### config.mk
export PLATFORM = sky130hd
export DESIGN_NAME = cs_frame_streamer_flat
export DESIGN_NICKNAME = d
export VERILOG_FILES = /design/src/rtl/cs_frame_streamer_if.sv /design/src/rtl/cs_frame_streamer.sv /design/src/flat_wrapper.sv
export SDC_FILE = /design/constraint.sdc
export NUM_CORES = 1
export LEC_CHECK = 0
export BUFFER_PORTS_ARGS = -buffer_cell sky130_fd_sc_hd__buf_2
export CAP_MARGIN = 15
export CORE_MARGIN = 3
export CORE_UTILIZATION = 45
export DETAILED_ROUTE_END_ITERATION = 8
export GPL_ROUTABILITY_DRIVEN = 0
export PLACE_DENSITY = 0.69
export SLEW_MARGIN = 20
export SYNTH_ARGS = -nofsm -noshare
export SYNTH_HDL_FRONTEND = slang
export SYNTH_SLANG_ARGS = --single-unit
### constraint.sdc
create_clock -name clk -period 3.7 [get_ports clk]
set_input_delay 0 -clock clk [delete_from_list [all_inputs] [get_ports clk]]
set_output_delay 0 -clock clk [all_outputs]
set_load 0.01 [all_outputs]
### src/rtl/cs_frame_streamer_if.sv
// Upstream valid/ready sample stream feeding the CS frame streamer.
interface cs_frame_streamer_if;
    logic [7:0] in_data;
    logic       in_valid;
    logic       in_ready;

    modport master (output in_data, output in_valid, input in_ready);
    modport slave  (input in_data, input in_valid, output in_ready);
endinterface

### src/rtl/cs_frame_streamer.sv
// Buffers upstream samples and streams whole frames into the CS sliding-window
// averager, capturing CS results only for windows that lie fully inside a frame.
module cs_frame_streamer #(
    parameter int unsigned FRAME_LEN  = 16,
    parameter int unsigned FIFO_DEPTH = 16
) (
    input  logic                      clk,
    input  logic                      reset,
    cs_frame_streamer_if.slave        in_if,
    output logic                      cs_reset_o,
    output logic [7:0]                cs_x_o,
    input  logic [9:0]                cs_y_i,
    output logic [9:0]                y_data_o,
    output logic                      y_valid_o,
    output logic                      frame_done_o,
    output logic                      busy_o
);
    localparam int unsigned AW  = (FIFO_DEPTH > 1) ? $clog2(FIFO_DEPTH) : 1;
    localparam int unsigned CW  = $clog2(FIFO_DEPTH + 1);
    localparam int unsigned KW  = $clog2(FRAME_LEN + 1);
    localparam int unsigned WIN = 9;

    typedef enum logic [1:0] {S_CLEAR, S_FILL, S_STREAM, S_WAIT} state_t;

    state_t        state_q;
    logic [7:0]    mem_q [FIFO_DEPTH];
    logic [AW-1:0] wr_ptr_q, rd_ptr_q;
    logic [CW-1:0] count_q, count_d;
    logic [KW-1:0] k_q;
    logic          push, pop, not_full;
    logic          vis_q, vis_last_q, cap_q, cap_last_q;
    logic          cs_reset_q, busy_q, y_valid_q, frame_done_q;
    logic [7:0]    cs_x_q;
    logic [9:0]    y_data_q;

    // in_ready reflects the pre-pop occupancy, so a full FIFO refuses a push
    // even in a cycle where it also pops.
    assign not_full     = (count_q != CW'(FIFO_DEPTH));
    assign in_if.in_ready = not_full;
    assign push         = in_if.in_valid && not_full;
    assign pop          = (state_q == S_STREAM);

    always_comb begin
        count_d = count_q;
        case ({push, pop})
            2'b10:   count_d = count_q + CW'(1);
            2'b01:   count_d = count_q - CW'(1);
            default: count_d = count_q;
        endcase
    end

    always_ff @(posedge clk) begin
        if (push) mem_q[wr_ptr_q] <= in_if.in_data;
    end

    always_ff @(posedge clk) begin
        if (reset) begin
            wr_ptr_q <= '0;
            rd_ptr_q <= '0;
            count_q  <= '0;
        end else begin
            if (push) wr_ptr_q <= wr_ptr_q + AW'(1);
            if (pop)  rd_ptr_q <= rd_ptr_q + AW'(1);
            count_q <= count_d;
        end
    end

    // Sample k is on cs_x in cycle t; CS registers it, so cs_y reflects it in
    // t+1. vis_q marks cycle t, cap_q marks cycle t+1 where cs_y is captured.
    always_ff @(posedge clk) begin
        if (reset) begin
            state_q      <= S_CLEAR;
            k_q          <= '0;
            cs_reset_q   <= 1'b1;
            cs_x_q       <= '0;
            busy_q       <= 1'b0;
            vis_q        <= 1'b0;
            vis_last_q   <= 1'b0;
            cap_q        <= 1'b0;
            cap_last_q   <= 1'b0;
            y_data_q     <= '0;
            y_valid_q    <= 1'b0;
            frame_done_q <= 1'b0;
        end else begin
            cap_q        <= vis_q;
            cap_last_q   <= vis_last_q;
            y_valid_q    <= cap_q;
            frame_done_q <= cap_q && cap_last_q;
            if (cap_q) y_data_q <= cs_y_i;

            vis_q      <= 1'b0;
            vis_last_q <= 1'b0;
            cs_reset_q <= 1'b0;
            cs_x_q     <= '0;

            case (state_q)
                S_CLEAR: begin
                    cs_reset_q <= 1'b1;
                    busy_q     <= 1'b0;
                    state_q    <= S_FILL;
                end
                S_FILL: begin
                    k_q <= '0;
                    if (count_q >= CW'(FRAME_LEN)) begin
                        k_q     <= KW'(1);
                        busy_q  <= 1'b1;
                        state_q <= S_STREAM;
                    end
                end
                S_STREAM: begin
                    cs_x_q     <= mem_q[rd_ptr_q];
                    vis_q      <= (k_q >= KW'(WIN));
                    vis_last_q <= (k_q == KW'(FRAME_LEN));
                    if (k_q == KW'(FRAME_LEN)) begin
                        k_q     <= '0;
                        state_q <= S_WAIT;
                    end else begin
                        k_q <= k_q + KW'(1);
                    end
                end
                S_WAIT: begin
                    busy_q  <= 1'b0;
                    state_q <= S_CLEAR;
                end
                default: state_q <= S_CLEAR;
            endcase
        end
    end

    assign cs_reset_o   = cs_reset_q;
    assign cs_x_o       = cs_x_q;
    assign y_data_o     = y_data_q;
    assign y_valid_o    = y_valid_q;
    assign frame_done_o = frame_done_q;
    assign busy_o       = busy_q;
endmodule

### src/flat_wrapper.sv
// flat-port wrapper written by rule: the top's interface ports become plain ports
module cs_frame_streamer_flat 
#(
    parameter int unsigned FRAME_LEN  = 16,
    parameter int unsigned FIFO_DEPTH = 16
)
  (clk, reset, cs_reset_o, cs_x_o, cs_y_i, y_data_o, y_valid_o, frame_done_o, busy_o, in_if_in_data, in_if_in_valid, in_if_in_ready);
  cs_frame_streamer_if in_if_i ();
  input  logic clk;
  input  logic reset;
  output logic cs_reset_o;
  output logic [7:0] cs_x_o;
  input  logic [9:0] cs_y_i;
  output logic [9:0] y_data_o;
  output logic y_valid_o;
  output logic frame_done_o;
  output logic busy_o;
  input wire logic [$bits(in_if_i.in_data)-1:0] in_if_in_data;
  input wire logic [$bits(in_if_i.in_valid)-1:0] in_if_in_valid;
  output wire logic [$bits(in_if_i.in_ready)-1:0] in_if_in_ready;
  assign in_if_i.in_data = in_if_in_data;
  assign in_if_i.in_valid = in_if_in_valid;
  assign in_if_in_ready = in_if_i.in_ready;
  cs_frame_streamer #(.FRAME_LEN(FRAME_LEN), .FIFO_DEPTH(FIFO_DEPTH)) u_core (.clk(clk), .reset(reset), .in_if(in_if_i), .cs_reset_o(cs_reset_o), .cs_x_o(cs_x_o), .cs_y_i(cs_y_i), .y_data_o(y_data_o), .y_valid_o(y_valid_o), .frame_done_o(frame_done_o), .busy_o(busy_o));
endmodule
Word-level counts from Yosys, hierarchy flattened

Memory sizes are Yosys's and may differ from the RTL's. A register that Yosys moved wholly into a read port is not among the register bits.
Index checks and enable logic that the tools add are counted.

Memory bits (writable): 128
Flip-flop bits (word level): 38
Memories: 1
Bits of input ports: 21
Output and inout bits: 23

Bitwise operators: 1
Equal/unequal tests: 9
Order comparisons: 2
Multiplexer cells: 12
Reduce and logical (&&, ||, !) cells: 10
Add/subtract/negate cells: 5

Memory list:

| memory       | depth | width | rd ports | clocked after Yosys merged registers in | write ports | RTL line                | text |
|---|---|---|---|---|---|---|---|
| u_core.mem_q | 16    | 8     | 1        | 1                                       | 1           | cs_frame_streamer.sv:26 | `logic [7:0] mem_q [FIFO_DEPTH];` |

Operator list:

| cell                                                  | count |
|---|---|
| one-hot mux 5 bit (2 select lines)                    | 2 |
| adder 5 x 1 -> 5 bit, second input constant           | 2 |
| adder 4 x 1 -> 4 bit, second input constant           | 2 |
| one-hot mux 2 bit (4 select lines)                    | 1 |
| equality test 2 bit, second input constant            | 3 |
| nonzero test 2 bit                                    | 3 |
| equality test 5 bit, second input constant            | 1 |
| >= comparator 5 x 4 -> 1 bit, second input constant   | 1 |
| >= comparator 5 bit, second input constant            | 1 |
| two-way mux 1 bit                                     | 5 |
| two-way mux 5 bit                                     | 1 |
| inequality test 5 bit, second input constant          | 1 |
| subtractor 5 x 1 -> 5 bit, second input constant      | 1 |
| equality test 2 x 1 -> 1 bit, second input constant   | 2 |
| two-way mux 2 bit                                     | 2 |
| AND reduction 2 bit                                   | 2 |
| OR reduction 2 bit                                    | 2 |
| logical AND 1 bit                                     | 2 |
| logical NOT 2 bit                                     | 1 |
| inequality test 2 x 1 -> 1 bit, second input constant | 1 |
| inequality test 2 bit, second input constant          | 1 |
| one-hot mux 1 bit (2 select lines)                    | 1 |
| inverter 1 bit                                        | 1 |

Logic depth before layout (Yosys ltp)

Word-level depth: 4
Gate-level depth with buffers: 11

Least setup slack after synthesis

OpenSTA, ideal clock, no wires.

Path type: flip-flop to flip-flop
Start: register u_core.count_q[0]
End: register u_core.count_q[4]
Slack: 0.905 ns
Arrival: 2.674 ns
Setup time: 0.121 ns
Cell stages (with the launch flop): 12
Path buffers: 1
Data required time: 3.579 ns
Cell sequence: dfxtp_1 or3_1 o21a_1 inv_1 ha_1 clkbuf_1 xor2_1 ha_1 or3b_2 a21oi_1 o21ai_0 mux2_2

Longest elaborated chain between the ends: 4

Ends and longest elaborated chain:

| item                                                                              | RTL line                | text |
|---|---|---|
| start, declared                                                                   | cs_frame_streamer.sv:28 | `logic [CW-1:0] count_q, count_d;` |
| start signal, assigned                                                            | cs_frame_streamer.sv:64 | `count_q <= count_d;` |
| parallel branches: the longest is 4 deep, another holds subtractor 5 x 1 -> 5 bit | --                      |  |

Several ways; the timed one is not identified.
A chain may end at the register's enable or synchronous reset.

Final worst setup path

Start: register u_core.count_q[1]
End: register u_core.count_q[4]

The elaborated chain is that of the path after synthesis.

==> out/metrics.cfg <==
[power_and_ir_drop]
seqPwrFrac_pct=49.0
combinationalPowerShare_pct=15.3
switching_power_uw=1150
power.internal_uw=3480
irDropWorstVdd_v=0.000320
swShare_pct=24.9
p_per_area_nw_per_um2=576
power.total_uw=4630
p_leak_uw=0.00280
power.share.clock_pct=35.7

[timing]
hold_violations=0
relSlewSlack_pct=42.1
fin_skew_ps=7.96
slew_viol_final=0
worst_slew_pin_slew_ps=865
setup_violations=0
rsz0062_at_grt=no
max_freq_ghz=0.337
layout_setup_ws_ps=733
period_minus_slack_ps=2970
fin_crit_sh_pct=80.2
setup_tns_ps=0

[cells_and_area]
post_route_cells_drive_above_1_share_pct=21.5
diodes=0
n_fill_cell=1165
finalNonFillerCells=695
area_growth_pct=16.4
layout.nets=533

[placed_design]
place.port_buffers=43
dpl.hpwl_um=8260
post-place-ws_ps=771
placedCellCount=644

[floorplanning]
rows=44
die_area_sq_um=16900
die_h_um=130
die_w_um=130
initial_core_util_pct=46.9
pin_count=44
core-area_sq_um=14800

[synthesis]
yosys-top-cells-area=edfxtp_1 56%, dfxtp_1 13%, mux4_2 7.2%, mux2i_1 4.3%, nor2_1 2.6%
netlist_instances=430
synth_top_area_share_pct=55.6
synth-async-reset-ratio_pct=0
synth_commonest_cells=128 x edfxtp_1, 47 x nor2_1, 46 x dfxtp_1, 30 x mux2i_1, 22 x mux4_2
ys_ff_latch=174
syn_nets=465
synth.most_common_cell=edfxtp_1
avgSynthCellArea_sq_um=16.1
synth_seq_area_share_pct=68.9
yosysUniqueCellTypes=43
synth_edf_count=128
synth-main-ff-cell=edfxtp_1
yosysTopAreaCell=edfxtp_1
ys_warn_count=0
syn_area_sq_um=6910

[route]
drc=0
drt-pass1-iter-count=4
via_per_inst=5.34
wl_met3_um=416
vias=3713
wl_met1_um=5740
ant_nets=0
wl_met2_um=6000
top_layer=met4
finalWirelength_um=12300
drt-initial-drc-count=263
wire_per_inst_um=17.7

[critical_path]
crit_path_start_kind=flip-flop
crit_top_cell=ha_1
crit_arrival_ps=3270
path_delay_family=simple AND/OR/NAND/NOR gates
critical_path.max_stage_delay_ps=460
path_class=flip-flop to flip-flop
critPathMaxFanout=8
cp_cell_sequence=or3_1 > o21a_1 > inv_1 > ha_1 > xor2_1 > ha_1 > or3b_2 > a21oi_1 > o21ai_0 > mux2_2
worstPathRequired_ps=4000
crit_path_top_delay_cell=or3b_2
cp_num_buf_inv=1
cp-end-kind=flip-flop

[clock_tree]
cts_made_buffers=17
ctsRootBufferMaster=clkbuf_16
clock_path_buffers=2
cts_tree=done
insertion_delay_ps=420
post-cts-setup-buffers=0
clock_sinks=174
cts.clk_slew.worst_paths_ps=60
htree_levels=4

[global_route]
antenna_found_initial=0
grt_pass1_vias=3732
track_usage_pct=15.8
overflow=0
grt_pass1_wl_um=19700
grt_max_degree=37

[outcome]
status=finished, final reports clean

[worst_hold_path]
hold_class=primary input to flip-flop

[job]
drv_cap=0

-- cells by family (layout without fill, tap and decap cells) --
group                      after synthesis  after routing  share of synthesized area [%]
DFF                                    174            174                           68.9
buffers and inverters                   31            112                           2.28
xor gates and xnor gates                12             12                           1.52
AOI/OAI and AO/OA                       41             41                           4.29
and+or+nand+nor                        100            100                           7.09
adders and majority gates               14             14                           2.53
muxes                                   58             58                           13.4
-- sequential cells by signal, summed over array words and instances (netlist names) --
register             cells
u_core.cs_x_o            8
u_core.frame_done_o      1
u_core.vis_q             1
u_core.vis_last_q        1
u_core.cs_reset_o        1
u_core.count_q           5
u_core.state_q           2
u_core.busy_o            1
u_core.mem_q           128
u_core.y_valid_o         1
u_core.k_q               5
u_core.cap_q             1
u_core.y_data_o         10
u_core.wr_ptr_q          4
u_core.cap_last_q        1
u_core.rd_ptr_q          4
-- cell type report --
type | count | area [sq um] | share of cell area, %
flip-flops and latches | 174 | 4770 | 59.2
multi-input cells | 225 | 1990 | 24.7
clock buffers | 24 | 503 | 6.25
repair buffers | 70 | 465 | 5.78
well taps | 184 | 230 | 2.86
clock inverters | 8 | 53.8 | 0.669
inverters | 10 | 37.5 | 0.466
-- layout by cell type (no fill, tap or decap), types with 3 or more instances in the layout --
master,Yosys,routed
a21oi_1,8,8
a221o_1,6,6
a22o_1,6,6
a22oi_1,6,6
and3_1,7,7
buf_2,2,43
buf_4,2,8
clkbuf_1,10,3
clkbuf_16,0,18
clkbuf_8,0,3
clkinv_2,0,3
dfxtp_1,46,45
dlygate4sd3_1,0,19
edfxtp_1,128,128
ha_1,14,14
inv_1,10,10
mux2i_1,30,30
mux4_1,4,4
mux4_2,22,22
nand2_1,9,9
nand2b_1,5,5
nor2_1,47,47
nor2b_1,8,8
nor3_1,7,7
o21ai_0,5,5
o22ai_1,3,3
or2_2,3,3
xnor2_1,3,3
xor2_1,9,9
-- layer usage --
metal	track usage [%]	vias up
li1	-	1776
met1	21.3	1857
met2	25.3	67
met3	4.13	13
met4	4.95	0
met5	0	-
-- path summary, 6_finish.rpt --
kind	slack (ps)	depth (start not counted)	startpoint	to
worst max-delay path	730	10	u_core.count_q[1]	u_core.count_q[4]
worst min-delay path	80	2	reset	u_core.rd_ptr_q[0]
worst max register to register	730	10	u_core.count_q[1]	u_core.count_q[4]
worst min register to register	430	1	u_core.cap_last_q	u_core.frame_done_o
-- stage by stage --
step / instance area, sq um / util, % / hold slack (ps)
2_1_floorplan: 6910 / - / 98.9
3_3_place_gp: 7300 / 49.5 / 236
3_5_place_dp: 7300 / 49.5 / 250
4_1_cts: 8050 / 54.5 / 83.2
5_1_grt: 8050 / 54.5 / 114
6_report: 8050 / 54.5 / 82.3
-- power by group through the flow --
stage                     sequential, uW  combinational [uW]  clock (uW)
final                               2270                 707        1650
after global routing                2290                 787        1770
after CTS                           2270                 711        1690
after detailed placement            2320                 693           0
after global placement              2310                 670           0
after floorplan                     2280                 565           0
-- timing repair --
action | CTS | global route
hold buffers | 19 | 0
resized for setup | 0 | 0
endpoints found under the hold margin | 139 | 0
Power figures use the tool's default switching activity.
